**src/rtl/sr_latch_driver.sv**
```systemverilog
// Drives the set/reset inputs of an external NOR SR latch with fixed-width,
// mutually exclusive pulses, then confirms the stored level via a synchronized readback.
module sr_latch_driver #(
  parameter int PULSE_W = 3,
  parameter int GUARD_W = 2,
  parameter int TIMEOUT = 8
) (
  input  logic clk,
  input  logic rst_n,
  input  logic req_valid,
  input  logic req_level,
  output logic req_ready,
  output logic set_o,
  output logic reset_o,
  input  logic q_i,
  output logic q_sync,
  output logic done,
  output logic err
);

  localparam int MAX_PG = (PULSE_W > GUARD_W) ? PULSE_W : GUARD_W;
  localparam int MAX_W  = (MAX_PG > TIMEOUT) ? MAX_PG : TIMEOUT;
  localparam int CW     = $clog2(MAX_W + 1);

  typedef enum logic [1:0] {
    IDLE,
    PULSE,
    GUARD,
    CHECK
  } state_t;

  state_t        state, state_d;
  logic [CW-1:0] cnt, cnt_d;
  logic          level, level_d;
  logic          set_d, reset_d, done_d, err_d;
  logic          q_meta;

  // q_i is asynchronous to clk, so it passes through two flops before use.
  always_ff @(posedge clk or negedge rst_n) begin
    if (!rst_n) begin
      q_meta <= 1'b0;
      q_sync <= 1'b0;
    end else begin
      q_meta <= q_i;
      q_sync <= q_meta;
    end
  end

  // NOTE: every control register is cleared by the async reset so the latch
  // pulses drop the instant rst_n falls; sequential state uses <= only.
  always_ff @(posedge clk or negedge rst_n) begin
    if (!rst_n) begin
      state   <= IDLE;
      cnt     <= '0;
      level   <= 1'b0;
      set_o   <= 1'b0;
      reset_o <= 1'b0;
      done    <= 1'b0;
      err     <= 1'b0;
    end else begin
      state   <= state_d;
      cnt     <= cnt_d;
      level   <= level_d;
      set_o   <= set_d;
      reset_o <= reset_d;
      done    <= done_d;
      err     <= err_d;
    end
  end

  // NOTE: every variable gets a default before the case so no latch is inferred.
  always_comb begin
    state_d = state;
    cnt_d   = cnt;
    level_d = level;
    done_d  = 1'b0;
    err_d   = 1'b0;
    case (state)
      IDLE: begin
        if (req_valid) begin
          state_d = PULSE;
          level_d = req_level;
          cnt_d   = CW'(PULSE_W - 1);
        end
      end
      PULSE: begin
        if (cnt == '0) begin
          state_d = GUARD;
          cnt_d   = CW'(GUARD_W - 1);
        end else begin
          cnt_d = cnt - 1'b1;
        end
      end
      GUARD: begin
        if (cnt == '0) begin
          state_d = CHECK;
          cnt_d   = CW'(TIMEOUT - 1);
        end else begin
          cnt_d = cnt - 1'b1;
        end
      end
      CHECK: begin
        if (q_sync == level) begin
          state_d = IDLE;
          done_d  = 1'b1;
        end else if (cnt == '0) begin
          state_d = IDLE;
          done_d  = 1'b1;
          err_d   = 1'b1;
        end else begin
          cnt_d = cnt - 1'b1;
        end
      end
      default: state_d = IDLE;
    endcase
  end

  // Pulse outputs are registered from the next state, so they align with
  // the PULSE cycles and can never be high together.
  assign set_d     = (state_d == PULSE) && level_d;
  assign reset_d   = (state_d == PULSE) && !level_d;
  assign req_ready = (state == IDLE);

endmodule

```
**config.mk**
```make
export PLATFORM = sky130hd
export DESIGN_NAME = sr_latch_driver
export DESIGN_NICKNAME = d
export VERILOG_FILES = /design/src/rtl/sr_latch_driver.sv
export SDC_FILE = /design/constraint.sdc
export NUM_CORES = 1
export LEC_CHECK = 0
export CORE_ASPECT_RATIO = 1.75
export CORE_UTILIZATION = 23
export DETAILED_ROUTE_END_ITERATION = 16
export PLACE_DENSITY = 0.51
export SETUP_SLACK_MARGIN = 0.5
export SLEW_MARGIN = 20
export SYNTH_ARGS = -nofsm -noshare
export SYNTH_HDL_FRONTEND = slang
export SYNTH_SLANG_ARGS = --single-unit
```
**constraint.sdc**
```tcl
create_clock -name clk -period 3.2 [get_ports clk]
set_input_delay 0.8 -clock clk [delete_from_list [all_inputs] [get_ports clk]]
set_output_delay 0.8 -clock clk [all_outputs]
set_load 0.05 [all_outputs]
```
==> flow_summary.rst, run 1 <==
.. list-table::
   :header-rows: 1

   * - Metric
     - Value
   * - Run status
     - finished, final reports clean
   * - # Post-CTS Setup Buffers
     - 0
   * - Via count
     - 557
   * - Hold violation count in the final report
     - 0
   * - Final antenna diode count
     - 0
   * - Count of state elements after synthesis
     - 13
   * - First-iteration detailed-routing DRC count
     - 16
   * - Worst rel slew slack
     - 61.88%
   * - Average wire per cell in the routed design
     - 13.64 um
   * - Min cycle time layout
     - 2.617 ns
   * - Period utilisation layout
     - 81.79%
   * - Type of the tightest min-delay check
     - flip-flop to flip-flop
   * - Area delta synth->final
     - 23.65%
   * - Post-Route Utilization
     - 30.53%
   * - Sw frac
     - 45.42%
   * - Post-DP Area
     - 785.8 um2
   * - Worst setup EP type
     - output pin
   * - Wire length of the first global-routing pass
     - 2.566 mm
   * - Ports
     - 11
   * - Number of H-tree levels
     - 1
   * - Most used DFF post-synth
     - dfrtp_1
   * - Synthesized instance count
     - 68
   * - Row Count
     - 25
   * - Footprint of the flip-flops and latches
     - 325.3 um2
   * - Clock latency on the worst-skew pair
     - 0.24 ns
   * - Tightest Pin Transition
     - 0.5700 ns
   * - Share of flip-flops with an asynchronous set or reset after synthesis
     - 100.0%
   * - Die extent in y
     - 73.50 um
   * - Remaining design rule violation count
     - 0
   * - Largest net degree at the start of global routing
     - 14
   * - Number of enable-type register cells in the synthesized netlist
     - 0
   * - Layout cell share with drive strength beyond 1
     - 8.861%
   * - CP Class
     - flip-flop to output pin
   * - DRT antenna net count
     - 0
   * - Commonest non-fill, non-tap cell in the layout
     - dfrtp_1
   * - Min setup slack post-route
     - 0.5826 ns
   * - Clk sinks
     - 13
   * - Required time worst endpoint
     - 2.40 ns
   * - Yosys warnings
     - 0
   * - Worst EP arrival
     - 1.82 ns
   * - DP Cell Count
     - 102
   * - Leakage power figure
     - 0.3683 nW
   * - Clock slew seen by the registers of the worst setup and hold paths
     - 0.05 ns
   * - Cells along the critical path
     - nor2_2 > clkdlybuf4s50_1
   * - DP Worst Slack
     - 0.8733 ns
   * - Count of non-filler cells in the finished layout
     - 106
   * - Total grt overflow
     - 0
   * - Full die area
     - 3150 um2
   * - Largest incremental delay on the critical path
     - 0.85 ns
   * - Internal cell power
     - 0.0004980 W
   * - Max Clock Freq
     - 382.1 MHz
   * - Fraction of the yosys area taken by sequential cells
     - 48.42%
   * - Final-layout setup total negative slack
     - 0 ns
   * - Via density
     - 5.255
   * - Fill cell instance count of the final layout
     - 279
   * - RSZ-0062 raised after global routing
     - no
   * - Number of max-cap violations
     - 0
   * - Area of combinational cells with multiple inputs
     - 304.0 um2
   * - Post-Route WL
     - 1.446 mm
   * - Setup crit start kind
     - flip-flop
   * - Final number of max-transition violations
     - 0
   * - Peak ir drop on the vdd network
     - 0.4709 mV
   * - Combined area of all synthesized cells
     - 671.9 um2
   * - Vias in the first global route
     - 594
   * - Sequential Power Share
     - 33.3%
   * - Routability cong.
     - 0.8518
   * - Total CTS buffers
     - 3
   * - Starting density of the core
     - 24.69%
   * - CTS tree
     - done
   * - Final non-filler cell area
     - 830.8 um2
   * - Share of total power in the clock network
     - 15.7%
   * - Number of antenna violations at the first check in global routing
     - 0
   * - Total power divided by cell area
     - 1098 nW/um2
   * - Initial DRT Pass Iterations
     - 4
   * - CTS root buf
     - clkbuf_8
   * - CP max stage cell
     - clkdlybuf4s50_1
   * - Mean area per synthesized cell
     - 9.881 um2
   * - Number of instances resized during post-cts repair
     - 0
   * - Final setup violation count
     - 0
   * - Mapped Nets
     - 75
   * - Total of hold buffers inserted after clock tree synthesis
     - 0
   * - Worst Path Max Fanout
     - 9
   * - Relative contribution of combinational cells to total power
     - 51.0%
   * - Horiz. Die Dim
     - 42.86 um
   * - Top library cells by usage in the layout, fill and taps aside
     - 13 x dfrtp_1, 10 x clkdlybuf4s50_1, 6 x inv_1, 6 x nand2_1, 6 x nor2_1
   * - Total routing usage reported by global routing
     - 11.13%
   * - Fin nets
     - 87
   * - Max Buffers Root-to-Sink
     - 2
   * - Number of distinct standard cells referenced by the synthesized netlist
     - 32
   * - Detailed Place HPWL
     - 1.120 mm
   * - Switching power summed over all nets
     - 0.0004144 W
   * - Port buffer count
     - 10
   * - Clock skew
     - 0.001980 ns
   * - Floorplan core area
     - 2721 um2
-- cells by family after synthesis --
family	Yosys count	share of synthesized area, %
AND/OR/NAND/NOR	21	15.83
buffers and inverters	9	6.330
XOR/XNOR	2	2.608
AO/OA/AOI/OAI	20	21.60
multiplexers	1	1.490
flip-flops	13	48.42
adder cells (fa/ha/maj)	2	3.724
-- Yosys cell counts (all sizes together), types with 2 or more instances --
library cell | instances | area share, %
ha | 2 | 3.7
inv | 6 | 3.4
nor2 | 7 | 4.3
a21oi | 4 | 4.7
o31a | 2 | 2.8
o21ai | 6 | 4.5
nor3 | 2 | 1.5
nand2 | 6 | 3.4
a221oi | 2 | 2.6
buf | 2 | 2.4
dfrtp | 13 | 48
-- critical path, delay by kind of cell (launching register included) --
kind / cells / cell delay (ns)
buf+inv: 1 / 0.85
simple gates: 1 / 0.25
flops: 1 / 0.47
-- worst paths after layout --
check | to | slack (ns) | cells after the start | start
worst min register to register | q_sync | 0.35 | 0 | q_meta
min in group asynchronous | state[1] | 0.93 | 1 | rst_n
worst max register to register | cnt[2] | 1.31 | 6 | cnt[0]
worst max-delay path | req_ready | 0.58 | 2 | state[1]
worst min-delay path | q_sync | 0.35 | 0 | q_meta
max in group asynchronous | reset_o | 1.90 | 1 | rst_n
-- layout make-up --
type	instances	share of cell area (%)
sequential	13	39.16
clock buffer	4	5.422
inverter	6	2.711
timing repair buffer	10	12.05
multi-input combinational	46	36.60
tap	27	4.066
-- routing by layer --
layer	vias to the layer above	routed length (um)	GRT usage, %
met3	6	63	1.966
li1	264	-	-
met5	-	0	0
met4	0	48	8.333
met2	24	830	21.04
met1	263	502	10.00
-- state kept, by name (all words and copies together) (netlist names) --
signal,count
done,1
err,1
q_meta,1
cnt,4
state,2
level,1
q_sync,1
reset_o,1
set_o,1
-- stage by stage --
| step | hold slack, ns | total power, W |
|---|---|---|
| floorplan | 0.3312 | 0.0006536 |
| global placement | 0.3357 | 0.0007654 |
| detailed placement | 0.3405 | 0.0007702 |
| CTS | 0.3528 | 0.0009187 |
| global route | 0.3656 | 0.0009916 |
| finish | 0.3505 | 0.0009124 |
-- power groups by stage --
stage | combinational [W] | clock, W | sequential, W
final | 0.000465 | 0.000144 | 0.000304
after floorplan | 0.000323 | 0 | 0.000330
after detailed placement | 0.000465 | 0 | 0.000305
after global placement | 0.000463 | 0 | 0.000302
after global routing | 0.000516 | 0.000158 | 0.000318
after CTS | 0.000468 | 0.000148 | 0.000302
Note: power is estimated with default switching activity, not from simulation.
==> run 2, diff against run 1 <==
Settings changed: PLACE_DENSITY 0.51 to 0.52.
Clock period 3.2 ns to 2.4 ns, I/O delays scaled along.
==> run 2 against run 1 <==
  * Count of clock-buffer cells in the layout shrank 1
  * Hold slack lost 0.0014 ns
  * Clock skew increased by 0.0012 ns
  * Sequential power increased by 35%
  * Die area unchanged
  * Flip-flop and latch count unchanged
  * Non-clock buffer count is the same
  * Total power grew 33%
  * Final cell count unchanged
==> flow_summary.rst, run 2 (same netlist as run 1, synthesis figures left out) <==
.. list-table::
   :header-rows: 1

   * - Metric
     - Value
   * - Share of total power in the clock network
     - 16.1%
   * - Clk sinks
     - 13
   * - Via density
     - 5.198
   * - CP max stage cell
     - dfrtp_1
   * - Startpoint of the lowest-slack hold path
     - q_meta
   * - Run status
     - finished, final reports clean
   * - DRT antenna net count
     - 0
   * - Clock slew seen by the registers of the worst setup and hold paths
     - 0.06 ns
   * - Horiz. Die Dim
     - 42.86 um
   * - Clock skew
     - 0.003176 ns
   * - Startpoint of the most critical setup path
     - state[1]
   * - Wire length of the first global-routing pass
     - 2.449 mm
   * - Row Count
     - 25
   * - Total CTS buffers
     - 3
   * - DP Worst Slack
     - 0.5644 ns
   * - First-iteration detailed-routing DRC count
     - 14
   * - Min cycle time layout
     - 1.829 ns
   * - Register ranked first by flip-flop count
     - cnt
   * - Number of H-tree levels
     - 1
   * - Largest incremental delay on the critical path
     - 0.48 ns
   * - Remaining design rule violation count
     - 0
   * - Relative contribution of combinational cells to total power
     - 50.1%
   * - Number of instances resized during post-cts repair
     - 5
   * - Total of hold buffers inserted after clock tree synthesis
     - 0
   * - # Post-CTS Setup Buffers
     - 0
   * - Worst EP arrival
     - 1.23 ns
   * - Die extent in y
     - 73.50 um
   * - Final number of max-transition violations
     - 0
   * - CTS tree
     - done
   * - Sw frac
     - 45.75%
   * - Switching power summed over all nets
     - 0.0005544 W
   * - Footprint of the flip-flops and latches
     - 325.3 um2
   * - Internal cell power
     - 0.0006575 W
   * - Peak ir drop on the vdd network
     - 0.6469 mV
   * - CP Class
     - flip-flop to output pin
   * - Final-layout setup total negative slack
     - 0 ns
   * - Fill cell instance count of the final layout
     - 285
   * - Full die area
     - 3150 um2
   * - Total grt overflow
     - 0
   * - Worst rel slew slack
     - 60.85%
   * - Hold violation count in the final report
     - 0
   * - Number of antenna violations at the first check in global routing
     - 0
   * - Worst Path Max Fanout
     - 9
   * - Commonest non-fill, non-tap cell in the layout
     - dfrtp_1
   * - Min setup slack post-route
     - 0.5712 ns
   * - Fin nets
     - 87
   * - Ports
     - 11
   * - Vias in the first global route
     - 561
   * - CTS root buf
     - clkbuf_8
   * - Type of the tightest min-delay check
     - flip-flop to flip-flop
   * - Average wire per cell in the routed design
     - 13.25 um
   * - Max Clock Freq
     - 546.8 MHz
   * - Largest net degree at the start of global routing
     - 14
   * - Period utilisation layout
     - 76.20%
   * - Floorplan core area
     - 2721 um2
   * - RSZ-0062 raised after global routing
     - yes
   * - Required time worst endpoint
     - 1.80 ns
   * - Largest registers
     - cnt x4, state x2
   * - Post-Route Utilization
     - 30.57%
   * - Routability cong.
     - 0.8986
   * - Setup crit start kind
     - flip-flop
   * - Area delta synth->final
     - 23.84%
   * - Area of combinational cells with multiple inputs
     - 312.8 um2
   * - Sequential Power Share
     - 33.8%
   * - Top library cells by usage in the layout, fill and taps aside
     - 13 x dfrtp_1, 6 x inv_1, 6 x nand2_1, 6 x nor2_1
   * - Layout cell share with drive strength beyond 1
     - 12.66%
   * - Tightest Pin Transition
     - 0.5854 ns
   * - Starting density of the core
     - 24.69%
   * - Total power divided by cell area
     - 1457 nW/um2
   * - Cells along the critical path
     - nor2_2 > buf_4
   * - Port buffer count
     - 10
   * - Flip-flop count of the largest register, all copies and words added
     - 4
   * - Final setup violation count
     - 0
   * - Total routing usage reported by global routing
     - 10.68%
   * - Post-Route WL
     - 1.405 mm
   * - Worst setup EP type
     - output pin
   * - Via count
     - 551
   * - Max Buffers Root-to-Sink
     - 2
   * - Final antenna diode count
     - 0
   * - Detailed Place HPWL
     - 1.096 mm
   * - Final non-filler cell area
     - 832.0 um2
   * - Number of max-cap violations
     - 0
   * - Clock latency on the worst-skew pair
     - 0.24 ns
   * - Critical R2R Launch
     - cnt[0]
   * - Leakage power figure
     - 0.3911 nW
   * - Post-DP Area
     - 783.3 um2
   * - Initial DRT Pass Iterations
     - 2
## run 2: cell count changes in the layout (fill, tap and decap cells not counted)
cell,before,now
nor3b_2,1,0
clkdlybuf4s50_1,10,4
buf_4,0,1
clkinv_2,0,1
nor3b_4,0,1
or3b_1,1,0
dlygate4sd2_1,0,5
clkbuf_1,1,0
or3b_4,0,1
## run 2: through the flow
step | std cells | hold slack [ns] | total power, W
after CTS | 106 | 0.3521 | 0.001204
after floorplan | 68 | 0.3044 | 0.0008715
after detailed placement | 102 | 0.3387 | 0.001020
after global routing | 106 | 0.3545 | 0.001317
after global placement | 102 | 0.3344 | 0.001017
final | 106 | 0.3491 | 0.001212
## run 2: path summary, 6_finish.rpt
path,endpoint,slack [ns],cells past startpoint
setup / recovery,req_ready,0.57,2
hold / removal,q_sync,0.35,0
setup reg to reg,cnt[2],0.63,6
hold reg to reg,q_sync,0.35,0
max in group asynchronous,reset_o,1.29,1
min in group asynchronous,set_o,0.73,1
## run 2: area by class of cell
cell class	count	area share, %
clock inverters	1	0.6015
repair buffers	10	10.98
well taps	27	4.060
inverters	6	2.707
clock buffers	3	4.962
multi-input cells	46	37.59
flip-flops and latches	13	39.10
## run 2: worst max-delay path, delay by kind of cell (launching register included)
family,cells,cell delay (ns)
DFF,1,0.48
and+or+nand+nor,1,0.26
buffers and inverters,1,0.24
## run 2: power groups by stage
stage          Clock, W  Sequential, W  Combinational, W
6_report       0.000195       0.000410          0.000607
5_1_grt        0.000213       0.000428          0.000676
4_1_cts        0.000203       0.000406          0.000595
3_5_place_dp          0       0.000410          0.000609
3_3_place_gp          0       0.000408          0.000609
2_1_floorplan         0       0.000441          0.000431
## run 2: layer usage
layer,global-route usage [%],wire [um],vias up
li1,-,-,262
met5,0,0,-
met3,1.474,39,7
met2,18.86,770,15
met4,9.375,67,0
met1,10.46,528,267
==> run 3, diff against run 2 <==
Settings changed: PLACE_DENSITY 0.52 to 0.51.
Clock period 2.4 ns to 1.9 ns, I/O delays scaled along.
==> run 3 against run 2 <==
  * Sequential power up 24%
  * Via count is 9.1% higher
  * Flip-flop and latch count unchanged
  * First-iteration DRC count rose by 14%
  * Sequential share of layout area fell by 5.6 points
  * Total power grew 55%
  * Hold slack better by 0.013 ns
  * Largest power group unchanged
  * Final cell count rose by 11%
  * Non-clock buffer count up 12
  * Count of clock-buffer cells in the layout up 1
==> flow_summary.rst, run 3 (same netlist as run 1, synthesis figures left out) <==
.. list-table::
   :header-rows: 1

   * - Metric
     - Value
   * - Run status
     - finished, final reports clean
   * - Number of antenna violations at the first check in global routing
     - 0
   * - Vias in the first global route
     - 642
   * - DRT antenna net count
     - 0
   * - Total CTS buffers
     - 3
   * - CTS tree
     - done
   * - Post-Route WL
     - 1.637 mm
   * - Startpoint of the most critical setup path
     - cnt[1]
   * - Internal cell power
     - 0.001066 W
   * - Flip-flop count of the largest register, all copies and words added
     - 4
   * - Clock latency on the worst-skew pair
     - 0.24 ns
   * - Peak ir drop on the vdd network
     - 0.8889 mV
   * - Required time worst endpoint
     - 2.02 ns
   * - Post-Route Utilization
     - 36.05%
   * - Worst setup EP type
     - flip-flop
   * - Final-layout setup total negative slack
     - 0 ns
   * - Largest registers
     - cnt x4, state x2
   * - Max Clock Freq
     - 624.2 MHz
   * - Layout cell share with drive strength beyond 1
     - 40.66%
   * - Port buffer count
     - 10
   * - Cells along the critical path
     - inv_2 > ha_4 > or3b_4 > a21oi_4 > buf_4 > a21oi_1
   * - Total power divided by cell area
     - 1915 nW/um2
   * - Top library cells by usage in the layout, fill and taps aside
     - 15 x buf_4, 10 x dfrtp_1, 6 x nor2_1
   * - Register ranked first by flip-flop count
     - cnt
   * - Clock slew seen by the registers of the worst setup and hold paths
     - 0.06 ns
   * - Via count
     - 601
   * - Number of max-cap violations
     - 0
   * - CTS root buf
     - clkbuf_8
   * - Worst rel slew slack
     - 65.12%
   * - Worst EP arrival
     - 1.72 ns
   * - Routed wire length on met3
     - 46 um
   * - Total routing usage reported by global routing
     - 11.73%
   * - Largest incremental delay on the critical path
     - 0.44 ns
   * - Fin nets
     - 99
   * - Number of H-tree levels
     - 1
   * - Sequential Power Share
     - 27.1%
   * - Ports
     - 11
   * - Sw frac
     - 43.28%
   * - Clk sinks
     - 13
   * - Switching power summed over all nets
     - 0.0008130 W
   * - Die extent in y
     - 73.50 um
   * - Min cycle time layout
     - 1.602 ns
   * - Floorplan core area
     - 2721 um2
   * - Total grt overflow
     - 0
   * - Max Buffers Root-to-Sink
     - 2
   * - Leakage power figure
     - 0.4451 nW
   * - CP Class
     - flip-flop to flip-flop
   * - Wire length of the first global-routing pass
     - 2.732 mm
   * - Setup crit start kind
     - flip-flop
   * - Final setup violation count
     - 0
   * - Initial DRT Pass Iterations
     - 4
   * - Highest signal layer in the routed design
     - met4
   * - RSZ-0062 raised after global routing
     - yes
   * - Critical R2R Launch
     - cnt[1]
   * - Remaining design rule violation count
     - 0
   * - Starting density of the core
     - 24.69%
   * - First-iteration detailed-routing DRC count
     - 16
   * - Final number of max-transition violations
     - 0
   * - Routed met2 length
     - 914 um
   * - Startpoint of the lowest-slack hold path
     - q_meta
   * - Period utilisation layout
     - 84.32%
   * - Relative contribution of combinational cells to total power
     - 60.0%
   * - Type of the tightest min-delay check
     - flip-flop to flip-flop
   * - Largest net degree at the start of global routing
     - 14
   * - Via density
     - 5.093
   * - Average wire per cell in the routed design
     - 13.87 um
   * - Post-Route M1 WL
     - 605 um
   * - Full die area
     - 3150 um2
   * - Area delta synth->final
     - 46.00%
   * - Share of total power in the clock network
     - 12.9%
   * - CP max stage cell
     - or3b_4
   * - Row Count
     - 25
   * - Hold violation count in the final report
     - 0
   * - Horiz. Die Dim
     - 42.86 um
   * - Worst Path Max Fanout
     - 7
   * - Tightest Pin Transition
     - 0.5193 ns
   * - Final antenna diode count
     - 0
   * - Commonest non-fill, non-tap cell in the layout
     - buf_4
   * - Total design power
     - 0.001879 W
   * - Routability cong.
     - 0.8907
   * - Clock skew
     - 0.004715 ns
   * - Detailed Place HPWL
     - 1.101 mm
run 3: cell types whose count changed in the layout (fill, tap and decap cells not counted), moves of 3 or more:
cell / change
dfrtp_1: -3
dfrtp_2: +3
dlygate4sd2_1: -5
buf_4: +14
o21ai_0: -3
run 3: layout make-up:
class                           count  area [um2]
Multi-Input combinational cell     46       355.3
Timing Repair Buffer               22       195.2
Sequential cell                    13       329.1
Clock buffer                        4       45.04
Inverter                            6       22.52
Tap cell                           27       33.78
Fill cell                         279        1740
run 3: path summary, 6_finish.rpt:
kind                       endpoint  slack [ns]  cells after the start
max                        state[1]        0.30                      6
max reg2reg                state[1]        0.30                      6
min in group asynchronous   reset_o        0.54                      2
min reg2reg                  q_sync        0.36                      0
max in group asynchronous  state[1]        1.18                      2
min                          q_sync        0.36                      0
run 3: layer usage:
layer	vias up	GRT usage [%]
li1	285	-
met1	289	12.29
met2	18	20.71
met3	9	1.474
met4	0	8.681
met5	-	0
run 3: critical path, delay by kind of cell, from the launching register on:
family,cells,cell delay [ns]
AOI/OAI and AO/OA,2,0.27
adders and majority gates,1,0.13
buffers and inverters,2,0.23
DFF,1,0.40
and+or+nand+nor,1,0.44
run 3: power groups by stage:
stage,logic (W),registers (W),clock network (W)
floorplan,0.000585,0.000568,0
global placement,0.000853,0.000537,0
finish,0.00113,0.000509,0.000243
global route,0.00124,0.000521,0.000263
detailed placement,0.000840,0.000537,0
CTS,0.00104,0.000509,0.000249
run 3: timing repair:
| action | in CTS | in global routing |
|---|---|---|
| hold buffers | 0 | 0 |
| setup buffers | 6 | 4 |
| cloned | 0 | 0 |
| endpoints found under the setup margin | 11 | 10 |
| pin swaps | 3 | 1 |
| resized for setup | 12 | 3 |
run 3: through the flow:
stage               cells  hold slack (ns)  setup slack (ns)  instance area [um2]
floorplan              68           0.1794            0.3268                695.7
global placement      104           0.3389            0.1321                822.0
detailed placement    104           0.3371            0.1367                822.0
CTS                   114           0.3631            0.3343                944.7
global route          118           0.3638            0.2335                980.9
finish                118           0.3622            0.2979                980.9
